File: src/rtl/axis_dot_product_pkg.sv
// ----------------------------------------------------------------------------
// axis_dot_product_pkg
// Shared definitions for the dot-product accumulator in the LCMV datapath:
// default widths, a packed result record for downstream stages, and a helper
// that sign-extends a product to the accumulator width.
// ----------------------------------------------------------------------------
package axis_dot_product_pkg;

    localparam int DEFAULT_GROWTH_BITS = 8;
    localparam int DEFAULT_DATA_WIDTH  = 32;
    localparam int DEFAULT_ACC_WIDTH   = 2 * DEFAULT_DATA_WIDTH + DEFAULT_GROWTH_BITS;
    localparam int DEFAULT_COUNT_WIDTH = 16;

    // Widest product/accumulator the helper below can handle.
    localparam int MAX_WIDTH = 128;

    typedef struct packed {
        logic [DEFAULT_ACC_WIDTH-1:0]   data;
        logic [DEFAULT_COUNT_WIDTH-1:0] count;
        logic                           error;
    } result_t;

    // Treat bit prod_width-1 of prod as the sign and replicate it upward.
    // Loop-variable indexing keeps every select constant after unrolling.
    function automatic logic [MAX_WIDTH-1:0] sext_prod(
        input logic [MAX_WIDTH-1:0] prod,
        input int                   prod_width
    );
        logic [MAX_WIDTH-1:0] ext;
        logic                 sign;
        sign = 1'b0;
        for (int i = 0; i < MAX_WIDTH; i++) begin
            if (i == prod_width - 1) sign = prod[i];
        end
        for (int i = 0; i < MAX_WIDTH; i++) begin
            ext[i] = (i < prod_width) ? prod[i] : sign;
        end
        return ext;
    endfunction

endpackage

File: src/rtl/signed_mult_reg.sv
// ----------------------------------------------------------------------------
// signed_mult_reg
// Registered signed multiplier with a sideband tag and a valid flag. Kept as a
// separate module so the product register maps cleanly onto a DSP block.
//   clk, rst     : clock, synchronous active-high reset (clears valid only)
//   load         : capture a*b and tag; valid goes high
//   drain        : the held product is consumed; valid drops unless reloaded
//   a, b         : signed operands
//   tag          : sideband bits travelling with the product
//   product      : registered full-width signed product
//   product_tag  : registered tag
//   valid        : product register holds an unconsumed product
// ----------------------------------------------------------------------------
module signed_mult_reg #(
    parameter int A_WIDTH   = 32,
    parameter int B_WIDTH   = 32,
    parameter int TAG_WIDTH = 2
) (
    input  logic                       clk,
    input  logic                       rst,
    input  logic                       load,
    input  logic                       drain,
    input  logic [A_WIDTH-1:0]         a,
    input  logic [B_WIDTH-1:0]         b,
    input  logic [TAG_WIDTH-1:0]       tag,
    output logic [A_WIDTH+B_WIDTH-1:0] product,
    output logic [TAG_WIDTH-1:0]       product_tag,
    output logic                       valid
);

    localparam int PROD_WIDTH = A_WIDTH + B_WIDTH;

    logic signed [PROD_WIDTH-1:0] a_ext;
    logic signed [PROD_WIDTH-1:0] b_ext;

    assign a_ext = PROD_WIDTH'($signed(a));
    assign b_ext = PROD_WIDTH'($signed(b));

    always_ff @(posedge clk) begin
        if (rst) begin
            valid <= 1'b0;
        end else if (load) begin
            valid <= 1'b1;
        end else if (drain) begin
            valid <= 1'b0;
        end
    end

    // NOTE: the product and tag are pure datapath qualified by valid, so they
    // carry no reset; this keeps the register free to pack into the DSP.
    always_ff @(posedge clk) begin
        if (load) begin
            product     <= a_ext * b_ext;
            product_tag <= tag;
        end
    end

endmodule

File: src/rtl/axis_dot_product_accumulator.sv
// ----------------------------------------------------------------------------
// axis_dot_product_accumulator
// Multiplies each accepted paired beat as signed integers and accumulates the
// products until a vector-end beat, then presents one result: the dot product,
// the beat count and a flag saying the two streams disagreed on the end beat.
//   clk, rst          : clock, synchronous active-high reset
//   input_valid/ready : paired-beat handshake (ready is high during reset)
//   input_data_1/2    : signed operands
//   input_last_1/2    : per-stream vector end; either one terminates a vector
//   output_valid/ready: result handshake; result holds while not accepted
//   output_data       : signed dot product, wraps modulo 2^ACC_WIDTH
//   output_count      : beats in the vector, modulo 2^COUNT_WIDTH
//   output_error      : last_1 != last_2 on the terminating beat
// ----------------------------------------------------------------------------
module axis_dot_product_accumulator
    import axis_dot_product_pkg::*;
#(
    parameter int DATA_WIDTH_1 = 32,
    parameter int DATA_WIDTH_2 = 32,
    parameter int ACC_WIDTH    = 72,
    parameter int COUNT_WIDTH  = 16
) (
    input  logic                   clk,
    input  logic                   rst,
    input  logic                   input_valid,
    output logic                   input_ready,
    input  logic [DATA_WIDTH_1-1:0] input_data_1,
    input  logic [DATA_WIDTH_2-1:0] input_data_2,
    input  logic                   input_last_1,
    input  logic                   input_last_2,
    output logic                   output_valid,
    input  logic                   output_ready,
    output logic [ACC_WIDTH-1:0]   output_data,
    output logic [COUNT_WIDTH-1:0] output_count,
    output logic                   output_error
);

    localparam int PROD_WIDTH = DATA_WIDTH_1 + DATA_WIDTH_2;

    logic                   p_valid;
    logic [PROD_WIDTH-1:0]  p_prod;
    logic [1:0]             p_tag;
    logic                   p_last;
    logic                   p_err;

    logic                   stall;
    logic                   accept;
    logic                   advance;

    logic [ACC_WIDTH-1:0]   acc;
    logic [COUNT_WIDTH-1:0] cnt;
    logic                   first;
    logic [ACC_WIDTH-1:0]   p_ext;
    logic [ACC_WIDTH-1:0]   acc_new;
    logic [COUNT_WIDTH-1:0] cnt_new;

    assign p_last = p_tag[1];
    assign p_err  = p_tag[0];

    // Only a terminating product can block: it needs the output register,
    // which is still occupied by an unaccepted result. Non-last products
    // keep draining into the accumulator meanwhile.
    assign stall       = p_valid && p_last && output_valid && !output_ready;
    assign input_ready = rst || !stall;
    assign accept      = input_valid && input_ready;
    assign advance     = p_valid && !stall;

    signed_mult_reg #(
        .A_WIDTH   (DATA_WIDTH_1),
        .B_WIDTH   (DATA_WIDTH_2),
        .TAG_WIDTH (2)
    ) u_mult (
        .clk         (clk),
        .rst         (rst),
        .load        (accept),
        .drain       (advance),
        .a           (input_data_1),
        .b           (input_data_2),
        .tag         ({input_last_1 | input_last_2, input_last_1 ^ input_last_2}),
        .product     (p_prod),
        .product_tag (p_tag),
        .valid       (p_valid)
    );

    assign p_ext   = ACC_WIDTH'(sext_prod(MAX_WIDTH'(p_prod), PROD_WIDTH));
    // "first" restarts the sum here rather than clearing acc on the last beat,
    // so a new vector can follow a last beat with no bubble.
    assign acc_new = (first ? '0 : acc) + p_ext;
    assign cnt_new = first ? COUNT_WIDTH'(1) : cnt + COUNT_WIDTH'(1);

    always_ff @(posedge clk) begin
        if (rst) begin
            acc          <= '0;
            cnt          <= '0;
            first        <= 1'b1;
            output_valid <= 1'b0;
            output_data  <= '0;
            output_count <= '0;
            output_error <= 1'b0;
        end else begin
            if (output_valid && output_ready) begin
                output_valid <= 1'b0;
            end
            // NOTE: with non-blocking assignments the later write to
            // output_valid in this block wins, so a result loading in the
            // same cycle the previous one is taken keeps output_valid high.
            if (advance) begin
                acc <= acc_new;
                cnt <= cnt_new;
                if (p_last) begin
                    output_data  <= acc_new;
                    output_count <= cnt_new;
                    output_error <= p_err;
                    output_valid <= 1'b1;
                    first        <= 1'b1;
                end else begin
                    first <= 1'b0;
                end
            end
        end
    end

endmodule
File: config.mk
export PLATFORM = sky130hd
export DESIGN_NAME = axis_dot_product_accumulator
export DESIGN_NICKNAME = d
export VERILOG_FILES = /design/src/rtl/axis_dot_product_pkg.sv /design/src/rtl/signed_mult_reg.sv /design/src/rtl/axis_dot_product_accumulator.sv
export SDC_FILE = /design/constraint.sdc
export NUM_CORES = 2
export LEC_CHECK = 0
export ABC_CLOCK_PERIOD_IN_PS = 12700
export CAP_MARGIN = 20
export CORE_UTILIZATION = 30
export DETAILED_ROUTE_END_ITERATION = 16
export SLEW_MARGIN = 40
export SYNTH_ARGS = -nofsm -noshare
export SYNTH_HDL_FRONTEND = slang
export SYNTH_HIERARCHICAL = 1
export SYNTH_SLANG_ARGS = --single-unit
File: constraint.sdc
create_clock -name clk -period 12.7 [get_ports clk]
set_input_delay 2.54 -clock clk [delete_from_list [all_inputs] [get_ports clk]]
set_output_delay 2.54 -clock clk [all_outputs]
set_load 0.05 [all_outputs]
Word level (Yosys, flattened, before mapping)
Cells that the tools add are included.

storage, ports and cells
  bits in registers = 246
  input port bits = 70
  output and inout port bits = 91

cells by class
  add/subtract/negate cells = 2
  $mul = 1
  multiplexer cells = 8
  bitwise operators = 2
  reductions and logical operators = 11

operator list
  operator                                       number
  adder 72 bit                                   1
  two-way mux 72 bit                             1
  multiplier 32 x 32 -> 64 bit                   1
  adder 16 x 1 -> 16 bit, second input constant  1
  two-way mux 16 bit                             1
  logical AND 1 bit                              6
  two-way mux 1 bit                              6
  logical NOT 1 bit                              2
  AND reduction 2 bit                            1
  nonzero test 2 bit                             1
  logical OR 1 bit                               1
  OR 1 bit                                       1
  XOR 1 bit                                      1

Logic depth before layout (Yosys ltp)
  depth after elaboration = 7
  gate-level depth with buffers = 28

Cells and area by module
Netlist, hierarchy kept.

by module, submodules not included
  module                        times used  cells each  area an instance (um^2)  sequential area each (um^2)
  signed_mult_reg               1           3962        38224.2                  2001.9
  axis_dot_product_accumulator  1           1515        11680.0                  3583.4

Worst setup path before layout
Ideal clock, no wire load.

  path type = input to register
  from = in input_data_2[2]
  to = reg u_mult.product[57], data pin
  setup time = 0.255 ns
  data arrival time = 9.584 ns
  data required time = 12.445 ns
  slack = 2.860 ns
  stages on the path = 22
  path buffers = 2
  path through = clkbuf_1 > nand2_1 > inv_1 > fa_1 > fa_1 > fa_1 > fa_1 > fa_1 > fa_1 > fa_1 > inv_1 > fa_1 > inv_1 > ha_1 > clkbuf_1 > nand2_1 > or3_1 > or3_1 > nor3b_1 > a2111oi_0 > or4_1 > and3_1

on the way
  longest elaborated chain between the ends = 1

ends and longest elaborated chain
  item                          line                                text
  start: declaration            axis_dot_product_accumulator.sv:28  input logic [DATA_WIDTH_2-1:0] input_data_2,
  multiplier 32 x 32 -> 64 bit  signed_mult_reg.sv:53               product <= a_ext * b_ext;
  end signal: assignment        signed_mult_reg.sv:53
  end: declaration              signed_mult_reg.sv:26               output logic [A_WIDTH+B_WIDTH-1:0] product,

Every way passes these cells.
A chain may end at the register's enable or synchronous reset.

Worst setup path in the final report
  from = in input_data_2[13]
  to = reg u_mult.product[63], data pin

Same word-level chain as after synthesis.

==> results.json <==
{
  "rsz0062_at_grt": "no",
  "syn_avg_cell_area_um2": 9.112,
  "fp.dieH_um": 409.9,
  "final.setup.tns_ns": 0,
  "clock.fmax_ghz": 0.09241,
  "gr-total-overflow": 0,
  "drive_above_1_share_pct": 3.571,
  "violations": "DRC",
  "syn_nets": 6887,
  "drv_cap": 0,
  "cts_setup_buffers": 0,
  "drt-total-wl_um": 148000,
  "finalSetupViolCount": 0,
  "max_stage_delay_ns": 0.96,
  "path_cells": "clkdlybuf4s50_1 > buf_4 > and2_1 > fa_1 > fa_1 > inv_1 > fa_1 > fa_1 > inv_1 > fa_1 > fa_1 > fa_1 > fa_1 > ha_1 > nand2_1 > a21oi_1 > o21ai_0 > a211oi_1 > o2111ai_1 > a21oi_1 > a31oi_1 > a221oi_1 > xnor2_1",
  "yosys_register_bits": 246,
  "outcome": "finished, violations left",
  "crit_arrival_ns": 11.12,
  "synth-main-ff-cell": "dfxtp_1",
  "nets": 6850,
  "tightest_slew_ns": 0.8479,
  "syn_inst": 5477,
  "synth_top_area_share_pct": 43.44,
  "critPathKind": "input pin to flop",
  "placement.io_buffers": 160,
  "cts_tree": "done",
  "coreArea_um2": 165000,
  "reg2reg_depth": 12,
  "synth_async_sr_flop_share_pct": 0,
  "fin_crit_sh_pct": 85.21,
  "wl_per_cell_um": 19.35,
  "grt_max_degree": 76,
  "grt_pass1_wl_um": 234100,
  "first_global_vias": 39750,
  "slew_headroom_pct": 43.47,
  "die-area_um2": 168000,
  "cp_num_buf_inv": 4,
  "hold_viol": 0,
  "cts_max_level": 1,
  "worstSkewPairLatency_ns": 0.55,
  "grtUsageTotal_pct": 17.65,
  "synth-seq-area-share_pct": 11.19,
  "netlist_area_um2": 49900,
  "root_buffer": "clkbuf_16",
  "gp_congestion": 0.9119,
  "via_count": 37380,
  "crit_path_end_kind": "flop",
  "required_ns": 12.99,
  "ys_types": 77,
  "slew_violations": 0,
  "fin_skew_ns": 0.009100,
  "cts_buffer_depth": 3,
  "cts.clk_slew.worst_paths_ns": 0.06,
  "dp_hpwl_um": 120900,
  "area_growth_pct": 9.021,
  "fp.dieW_um": 409.9,
  "synthTopCellsByArea": "fa_1 (43%), inv_1 (7.4%), dfxtp_1 (7.2%)",
  "initial_core_util_pct": 30.25,
  "vias_per_cell": 4.885,
  "hold_path_class": "flop to flop",
  "dr.pass1.iters": 14,
  "post-route-min-period_ns": 10.82,
  "reg2reg_to": "output_data[62]$_SDFFE_PP0P_",
  "synth_warnings": 6,
  "start_kind": "input pin",
  "cts_hold_buffers": 0,
  "ant_nets": 0,
  "crit_path_top_delay_cell": "clkdlybuf4s50_1",
  "hold_end": "acc[0]$_SDFFE_PP0P_",
  "synth_edf_count": 66,
  "synth_top_cell_by_area": "fa_1",
  "antenna_found_initial": 10,
  "cts_buffers": 26,
  "r2r_start": "first$_SDFFE_PP1P_",
  "hold-path-cell-count": 2,
  "rows": 149,
  "drc": 64,
  "drt-initial-drc-count": 2585,
  "cp_max_fo": 19,
  "pin_count": 161,
  "hp-start": "acc[0]$_SDFFE_PP0P_",
  "worst_path_most_repeated_cell": "fa_1",
  "rrSetupSlack_ns": 8.16,
  "cts_resized": 0,
  "cts.sink_count": 246,
  "crit_family": "adder cells"
}
-- Yosys cell counts (all sizes together), types with 24 or more instances --
cell    number
nor3        39
and3        27
and2       518
xor2        63
fa        1083
edfxtp      66
o21bai      30
nand3       64
nand4       45
o21ai      123
dfxtp      180
nor2       155
a21oi      220
xnor2       71
nor2b       89
clkbuf     289
nand2      745
ha         257
a21o        81
o211ai      33
a22o        52
or3         24
a31oi       29
inv        980
-- through the flow --
step	hold WS [ns]	instance area [um2]	worst slack (ns)	cells	utilization, %
floorplan	0.4318	49900	2.860	5477	-
global placement	0.4382	53680	1.118	7601	32.54
detailed placement	0.4421	53590	1.368	7601	32.48
CTS	0.4510	54420	1.945	7649	32.98
global route	0.4693	54400	1.658	7649	32.97
finish	0.4513	54410	1.878	7651	32.98
-- cell usage in the layout, fill, tap and decap left out, types with 9 or more instances in the layout --
cell,netlist,final
a211oi_1,18,18
a21boi_0,12,12
a21o_1,81,81
a21oi_1,220,220
a22o_1,52,52
a31oi_1,29,28
and2_1,518,517
and3_1,27,27
buf_2,10,37
buf_4,1,82
clkbuf_16,0,27
clkdlybuf4s50_1,0,121
dfxtp_1,180,179
edfxtp_1,66,66
fa_1,1083,1083
ha_1,257,257
inv_1,980,979
nand2_1,744,742
nand2b_1,23,23
nand3_1,64,64
nand4_1,43,43
nor2_1,155,155
nor2b_1,89,89
nor3_1,38,37
o2111ai_1,9,9
o211ai_1,32,32
o21a_1,21,21
o21ai_0,116,116
o21bai_1,30,30
o31ai_1,13,13
or3_1,24,24
xnor2_1,71,71
xor2_1,63,63
-- worst register-to-register path: stages, from the launching register on --
cell and delay, ns:
dfxtp_2 0.60, buf_6 0.57, nor2b_1 0.21, ha_1 0.40, o21ai_0 0.13, o211ai_1 0.23
nand2_1 0.15, o21bai_1 0.44, a32o_1 0.46, o211ai_1 0.19, a21oi_1 0.69, o21a_1 0.26
o211ai_1 0.10
-- routing by layer --
layer	routed length (um)	track usage, %	vias up
met4	2956	3.487	8
met3	10010	2.605	158
met2	66110	27.89	1177
li1	-	-	16810
met5	55	0	-
met1	68890	25.56	19220
-- layout make-up --
type,count,area [um2]
Clock inverter,20,152.6
Clock buffer,28,679.4
Tap cell,2189,2739
Sequential cell,246,5587
Antenna cell,2,5.005
Multi-Input combinational cell,3943,39520
Timing Repair Buffer,243,2046
Inverter,980,3679
Fill cell,17010,110600
-- kinds of logic after synthesis --
kind of cell / synth area share, %
AOI/OAI and AO/OA: 9.289
xor gates and xnor gates: 2.352
adders and majority gates: 49.89
buffers and inverters: 9.723
DFF: 11.19
muxes: 0.1404
and+or+nand+nor: 17.42
-- sequential cells by signal, indices dropped and copies added (netlist names) --
signal,count
u_mult/product,64
u_mult/valid,1
u_mult/product_tag,2
acc,72
output_valid,1
first,1
output_count,16
output_error,1
output_data,72
cnt,16
-- worst max path at each step --
| stage | start | endpoint | slack (ns) | depth (start not counted) |
|---|---|---|---|---|
| 2_1_floorplan | input_data_2[2] | u_mult/product[57]$_DFFE_PP_ | 2.86 | 22 |
| 3_3_place_gp | input_data_2[6] | u_mult/product[57]$_DFFE_PP_ | 1.12 | 24 |
| 3_5_place_dp | input_data_2[9] | u_mult/product[57]$_DFFE_PP_ | 1.37 | 27 |
| 4_1_cts | input_data_2[9] | u_mult/product[57]$_DFFE_PP_ | 1.94 | 27 |
| 5_1_grt | input_data_1[31] | u_mult/product[63]$_DFFE_PP_ | 1.66 | 24 |
| 6_report | input_data_2[13] | u_mult/product[63]$_DFFE_PP_ | 1.88 | 23 |
Power is left out: the tool's default activity adds up to more than one toggle a clock period on the data nets, which glitch-free logic cannot reach.
